### src/rtl/cpu_mem_pkg.sv
// Shared types and constants for the unified memory port: requester owner tag,
// word offset and byte-alignment mask.
package cpu_mem_pkg;

  typedef enum logic [1:0] {
    OWN_NONE = 2'd0,
    OWN_IF   = 2'd1,
    OWN_LS   = 2'd2
  } owner_e;

  localparam int unsigned WORD_OFFSET = 2;
  localparam logic [1:0]  ALIGN_MASK  = 2'b11;

  function automatic logic is_aligned(input logic [1:0] addr_lsb);
    return (addr_lsb & ALIGN_MASK) == '0;
  endfunction

endpackage

### src/rtl/mem_arb_starve_ctr.sv
// Starvation guard for instruction fetch: counts consecutive cycles IF loses to LS
// and raises force_if once the count saturates at MAX_WAIT.
module mem_arb_starve_ctr #(
  parameter int unsigned MAX_WAIT = 4
) (
  input  logic clk,
  input  logic reset_n,
  input  logic if_req_valid,
  input  logic if_flush,
  input  logic if_grant,
  input  logic ls_grant,
  output logic force_if
);

  localparam int unsigned CW = (MAX_WAIT < 1) ? 1 : $clog2(MAX_WAIT + 1);
  localparam logic [CW-1:0] MAX_CNT = CW'(MAX_WAIT);

  logic [CW-1:0] count_d, count_q;

  always_comb begin
    count_d = count_q;
    if (!if_req_valid || if_grant) begin
      count_d = '0;
    end else if (ls_grant && !if_flush && (count_q != MAX_CNT)) begin
      count_d = count_q + 1'b1;
    end
  end

  always_ff @(posedge clk or negedge reset_n) begin
    if (!reset_n) begin
      count_q <= '0;
    end else begin
      count_q <= count_d;
    end
  end

  assign force_if = (count_q == MAX_CNT);

endmodule

### src/rtl/mem_port_arbiter.sv
// Arbitrates IF and LS onto one synchronous-read memory port with 1-cycle responses.
// Optional IF starvation guard enabled by defining MEM_ARB_STARVE_GUARD_EN.
module mem_port_arbiter
  import cpu_mem_pkg::*;
#(
  parameter int unsigned ADDR_W   = 32,
  parameter int unsigned DATA_W   = 32,
  parameter int unsigned MEM_AW   = 8,
  parameter int unsigned MAX_WAIT = 4
) (
  input  logic              clk,
  input  logic              reset_n,
  input  logic              if_req_valid,
  output logic              if_req_ready,
  input  logic [ADDR_W-1:0] if_addr,
  input  logic              if_flush,
  output logic              if_rsp_valid,
  output logic [DATA_W-1:0] if_rsp_data,
  output logic              if_rsp_err,
  input  logic              ls_req_valid,
  output logic              ls_req_ready,
  input  logic              ls_we,
  input  logic [ADDR_W-1:0] ls_addr,
  input  logic [DATA_W-1:0] ls_wdata,
  output logic              ls_rsp_valid,
  output logic [DATA_W-1:0] ls_rsp_data,
  output logic              ls_rsp_err,
  output logic              mem_en,
  output logic              mem_we,
  output logic [MEM_AW-1:0] mem_addr,
  output logic [DATA_W-1:0] mem_wdata,
  input  logic [DATA_W-1:0] mem_rdata
);

  logic              force_if;
  logic              if_grant, ls_grant;
  logic [ADDR_W-1:0] sel_addr;
  logic [DATA_W-1:0] rd_data;
  owner_e            owner_d, owner_q;
  logic              err_d, err_q;
  logic              we_d, we_q;

`ifdef MEM_ARB_STARVE_GUARD_EN
  mem_arb_starve_ctr #(
    .MAX_WAIT(MAX_WAIT)
  ) u_starve_ctr (
    .clk          (clk),
    .reset_n      (reset_n),
    .if_req_valid (if_req_valid),
    .if_flush     (if_flush),
    .if_grant     (if_grant),
    .ls_grant     (ls_grant),
    .force_if     (force_if)
  );
`else
  assign force_if = 1'b0;
  logic [31:0] unused_max_wait;
  assign unused_max_wait = 32'(MAX_WAIT);
`endif

  // Memory is addressed modulo its size; upper byte-address bits are dropped.
  logic unused_addr_hi;
  assign unused_addr_hi = ^{if_addr[ADDR_W-1:MEM_AW+2], ls_addr[ADDR_W-1:MEM_AW+2]};

  // Ready is gated by reset_n directly so it drops asynchronously with reset.
  always_comb begin
    if_req_ready = 1'b0;
    ls_req_ready = 1'b0;
    if (reset_n) begin
      if_req_ready = !if_flush && (!ls_req_valid || force_if);
      ls_req_ready = !(force_if && if_req_valid && !if_flush);
    end
    if_grant = if_req_valid && if_req_ready;
    ls_grant = ls_req_valid && ls_req_ready;
  end

  always_comb begin
    sel_addr  = '0;
    owner_d   = OWN_NONE;
    we_d      = 1'b0;
    err_d     = 1'b0;
    mem_en    = 1'b0;
    mem_we    = 1'b0;
    mem_wdata = '0;
    if (ls_grant) begin
      sel_addr = ls_addr;
      owner_d  = OWN_LS;
      we_d     = ls_we;
    end else if (if_grant) begin
      sel_addr = if_addr;
      owner_d  = OWN_IF;
    end
    if (owner_d != OWN_NONE) begin
      err_d  = !is_aligned(sel_addr[1:0]);
      mem_en = !err_d;
      mem_we = !err_d && we_d;
      if (mem_we) mem_wdata = ls_wdata;
    end
    mem_addr = sel_addr[MEM_AW+1:WORD_OFFSET];
  end

  always_ff @(posedge clk or negedge reset_n) begin
    if (!reset_n) begin
      owner_q <= OWN_NONE;
      err_q   <= 1'b0;
      we_q    <= 1'b0;
    end else begin
      owner_q <= owner_d;
      err_q   <= err_d;
      we_q    <= we_d;
    end
  end

  always_comb begin
    rd_data      = (err_q || we_q) ? '0 : mem_rdata;
    if_rsp_valid = 1'b0;
    if_rsp_data  = '0;
    if_rsp_err   = 1'b0;
    ls_rsp_valid = 1'b0;
    ls_rsp_data  = '0;
    ls_rsp_err   = 1'b0;
    if (owner_q == OWN_IF && !if_flush) begin
      if_rsp_valid = 1'b1;
      if_rsp_data  = rd_data;
      if_rsp_err   = err_q;
    end
    if (owner_q == OWN_LS) begin
      ls_rsp_valid = 1'b1;
      ls_rsp_data  = rd_data;
      ls_rsp_err   = err_q;
    end
  end

endmodule

### config.mk
export PLATFORM = sky130hd
export DESIGN_NAME = mem_port_arbiter
export DESIGN_NICKNAME = d
export VERILOG_FILES = /design/src/rtl/cpu_mem_pkg.sv /design/src/rtl/mem_arb_starve_ctr.sv /design/src/rtl/mem_port_arbiter.sv
export SDC_FILE = /design/constraint.sdc
export NUM_CORES = 1
export LEC_CHECK = 0
export BUFFER_PORTS_ARGS = -buffer_cell sky130_fd_sc_hd__buf_2
export CORE_AREA = 2 2 96 98
export CTS_CLUSTER_SIZE = 25
export DETAILED_ROUTE_END_ITERATION = 7
export DIE_AREA = 0 0 98 100
export PLACE_DENSITY_LB_ADDON = 0.25
export SYNTH_ARGS = -nofsm -noshare
export SYNTH_HDL_FRONTEND = slang
export SYNTH_SLANG_ARGS = --single-unit
export TNS_END_PERCENT = 20
### constraint.sdc
create_clock -name clk -period 2.65 [get_ports clk]
set_input_delay 0.265 -clock clk [delete_from_list [all_inputs] [get_ports clk]]
set_output_delay 0.265 -clock clk [all_outputs]
set_load 0.02 [all_outputs]
**Word-level counts from Yosys, hierarchy flattened**

Cells that the tools add are included.

- Register bits after elaboration: 4
- Bits of input ports: 134
- Output and inout bits: 112
- Logic and storage cells: 35

- Eq/ne operators: 2
- Mux-type cells: 19
- Reductions and logical operators: 11

Operators by type and width:

| kind | number |
|---|---|
| $mux 32 | 5 |
| $mux 10 | 2 |
| $mux 1 | 11 |
| $logic_and 1x1->1 | 5 |
| $logic_not 1->1 | 3 |
| $eq 2x1->1 const B | 1 |
| $eq 2x2->1 const B | 1 |
| $logic_not 2->1 | 1 |
| $mux 2 | 1 |
| $reduce_bool 2->1 | 1 |
| $logic_or 1x1->1 | 1 |

**Longest topological paths before layout**

- Depth after elaboration: 10
- Mapped depth: 4
- Gate-level depth less buffers: 4

**Worst setup path after synthesis**

Ideal clock, no wire load.

- Kind: register to output
- Start point: reg owner_q[1]
- End point: out if_rsp_data[23]
- Data arrival time: 1341 ps
- Required time: 2385 ps
- Path slack: 1044 ps
- Stages on the path, launching flop included: 4
- Buffers on the path: 1
- Cells stage by stage: dfrtp_1 -> nor3b_2 -> clkbuf_1 -> and3_1

- Word-level cells in the longest chain between the ends: 3

Ends and longest elaborated chain:

| element | RTL line | text |
|---|---|---|
| from (decl) | mem_port_arbiter.sv:39 | `owner_e owner_d, owner_q;` |
| from (signal assigned) | mem_port_arbiter.sv:108 | `owner_q <= owner_d;` |
| $eq 2x1->1 | mem_port_arbiter.sv:122 | `if (owner_q == OWN_IF && !if_flush) begin` |
| $logic_and 1x1->1 | mem_port_arbiter.sv:122 |  |
| $mux 32 | mem_port_arbiter.sv:122 |  |
| to (decl) | mem_port_arbiter.sv:18 | `output logic [DATA_W-1:0] if_rsp_data,` |

No other way between the ends.

**Worst setup path in the final report**

- Start point: in reset_n
- End point: out mem_wdata[7]

- Elaborated cells on any way between the ends: 14
- Classes of those cells: 9 x mux; 5 x reduce/logical

RTL lines:

| element | RTL line | text |
|---|---|---|
| from (decl) | mem_port_arbiter.sv:12 | `input logic reset_n,` |
| $mux 1 | mem_port_arbiter.sv:69 | `if (reset_n) begin` |
| $logic_and 1x1->1 | mem_port_arbiter.sv:74 | `ls_grant = ls_req_valid && ls_req_ready;` |
| $mux 1 | mem_port_arbiter.sv:85 | `if (ls_grant) begin` |
| via we_d | mem_port_arbiter.sv:41 | `logic we_d, we_q;` |
| $logic_and 1x1->1 | mem_port_arbiter.sv:96 | `mem_we = !err_d && we_d;` |
| $mux 32 | mem_port_arbiter.sv:97 | `if (mem_we) mem_wdata = ls_wdata;` |
| $mux 32 | mem_port_arbiter.sv:93 | `if (owner_d != OWN_NONE) begin` |
| to (decl) | mem_port_arbiter.sv:31 | `output logic [DATA_W-1:0] mem_wdata,` |

The timed path passes the listed nets, and every way through them passes these cells.

==> impl_metrics.csv <==
group,metric,value,unit
power_and_ir_drop,peakVddDrop,0.0001285,V
synthesis,synth_nets,275,
sta,final-setup-viol-count,0,
synthesis,synthArstFlopShare,100.0,%
synthesis,syn_inst,141,
synthesis,synth_cell_types,19,
synthesis,syn_area_per_cell,7.454,µm²
run,max_cap_viol_count,0,
drt,drtIter0Drc,44,
synthesis,muxShareOfSynthArea,0,%
synthesis,synthAdderAreaFrac,0,%
synthesis,synth_top_family_by_area,"simple AND/OR/NAND/NOR gates",
placement,routabilityCongestion,0.6671,
die,dieArea,9800,µm²
synthesis,synthXorXnorAreaFrac,0,%
layout,final_util,24.56,%
sta,period_minus_slack,2298,ps
clocking,cts_root_buf,"clkbuf_8",
drt,drc,0,
placement,pre_cts_ws,837.9,ps
critical_path,crit_required,2380,ps
sta,period_share,86.70,%
sta,worst_pin_slew,410.2,ps
sta,max_freq,435.2,MHz
critical_path,cp-end-kind,"output pin",
synthesis,synth_warnings,0,
status,outcome,"finished clean",
synthesis,yosysTopAreaCell,"and3_1",
hold_path,hold_class,"input port to register",
clocking,cts_tree,"done",
die,io_pins,246,
synthesis,synth_edf_count,0,
power_and_ir_drop,p_leak,0.001635,µW
grt,grt_usage,9.531,%
critical_path,cp.arrival,2030,ps
clocking,clk_pin_slew_worst_paths,30,ps
placement,postPlaceCellArea,2132,µm²
layout,diodes,0,
critical_path,crit_start,"reset_n",
drt,first_pass_iters,4,
synthesis,synthFlopType,"dfrtp_1",
synthesis,yosys-top-cells-area,"and3_1, and2_4, dfrtp_1",
clocking,clockBufferDepth,2,
grt,grt_pass1_wl,7.652,mm
clocking,cts_made_buffers,3,
drt,routedWlPerCell,11.46,µm
synthesis,synth_seq_cells,4,
layout,stdcell_area,2183,µm²
sta,finalHoldViolCount,0,
layout,nets,468,
layout,area_growth,107.7,%
clocking,cts_num_sinks,4,
critical_path,criticalPathCategory,"input port to output pin",
clocking,ctsHtreeMaxLevel,1,
sta,rsz0062_at_grt,"false",
placement,port_buffers,201,
die,coreArea,8890,µm²
sta,maxSlewViolCount,0,
grt,antenna_found_initial,0,
sta,setup_ws,352.5,ps
hold_path,worstHoldStart,"ls_we",
grt,grt_max_degree,61,
drt,final_antenna_net_count,0,
synthesis,synth.most_common_cell,"and3_1",
synthesis,yosysTopAreaCellShare,38.69,%
synthesis,synthSimpleGateAreaFrac,71.90,%
die,die_h,100,µm
critical_path,worstSetupStartpointType,"input port",
sta,relSlewSlack,72.66,%
die,rows,35,
drt,via_per_inst,4.038,
placement,hpwl,4.257,mm
synthesis,seq_area_frac_synth,9.524,%
grt,grt_pass1_vias,1575,
sta,setup_tns,0,ps
power_and_ir_drop,powerDensity,206.4,nW/µm²
drt,wl,5.075,mm
drt,num_vias,1789,
critical_path,crit_fanout,33,
synthesis,synthTopCellsByCount,"and3_1, and2_4, clkbuf_1, and2_1, a22o_1",
grt,grt-ovfl-total,0,
synthesis,netlist_area,1051,µm²
die,start_util,11.82,%
die,fp.dieW,98,µm
layout,final_layout_size_suffix_gt1_share,71.99,%
synthesis,synth_compound_area_share,9.524,%
==> cells in the final DEF, fill, tap and decap left out <==
| cell type | synthesis | layout |
|---|---|---|
| o211a_4 | 1 | 1 |
| and2_2 | 3 | 3 |
| and2_4 | 23 | 23 |
| buf_4 | 1 | 3 |
| nor3b_2 | 1 | 1 |
| clkbuf_8 | 0 | 3 |
| nor2_2 | 0 | 1 |
| buf_2 | 1 | 201 |
| dfrtp_1 | 4 | 4 |
| o211ai_1 | 1 | 1 |
| and2_1 | 9 | 9 |
| inv_2 | 1 | 1 |
| a22o_1 | 8 | 8 |
| nor2b_2 | 0 | 1 |
| dlygate4sd3_1 | 0 | 1 |
| o21ai_0 | 1 | 1 |
| nor2_1 | 4 | 3 |
| nor3b_1 | 1 | 1 |
| nand4bb_4 | 1 | 1 |
| and3_1 | 65 | 65 |
==> worst max-delay path: stages <==
cell and delay, ps:
dlygate4sd3_1 520, buf_2 240, and3_1 240, o211a_4 390, and2_4 190, buf_2 180
==> power by group <==
group	internal (µW)	switching, µW	total [µW]
clock	96.5	27.8	124
sequential	64.3	2.03	66.4
combinational	114	146	260
total	275	175	451
==> logic make-up (layout without fill, tap and decap cells) <==
group / Yosys count / after routing
AOI/OAI and AO/OA: 11 / 11
buffers and inverters: 18 / 209
DFF: 4 / 4
and+or+nand+nor: 108 / 108
==> state kept, by name, summed over array words and instances (netlist names) <==
signal and count:
err_q 1, we_q 1, owner_q 2
==> worst paths after layout <==
kind	to	slack, ps	cells past startpoint
setup / recovery	mem_wdata[7]	350	6
hold / removal	we_q$_DFF_PN0_	370	2
max in group asynchronous	owner_q[1]$_DFF_PN0_	2010	2
min in group asynchronous	we_q$_DFF_PN0_	450	2
==> metal layers <==
metal  global-route usage, %  part of all wire [%]
met3                   1.811                    11
met2                   17.70                    49
met5                       0                     0
met4                   1.603                 0.079
met1                   11.59                    40
==> stage by stage <==
step	hold slack (ps)	std cells	total power (µW)
floorplan	-30.59	141	206.0
global placement	136.0	439	327.9
detailed placement	141.6	439	330.3
CTS	360.6	443	459.4
global route	382.9	443	487.5
finish	366.2	443	450.7
==> what timing repair did <==
item / CTS / global route
resized for setup: 0 / 0
endpoints found under the hold margin: 4 / 0
hold buffers: 1 / 0
setup buffers: 0 / 0
==> area by class of cell <==
cell class              count  area (µm²)
fillers                  1021        6706
repair buffers            205        1039
multi-input cells         119       860.8
well taps                 111       138.9
flip-flops and latches      4       100.1
clock buffers               3       41.29
inverters                   1       3.754
Power figures use the tool's default switching activity.
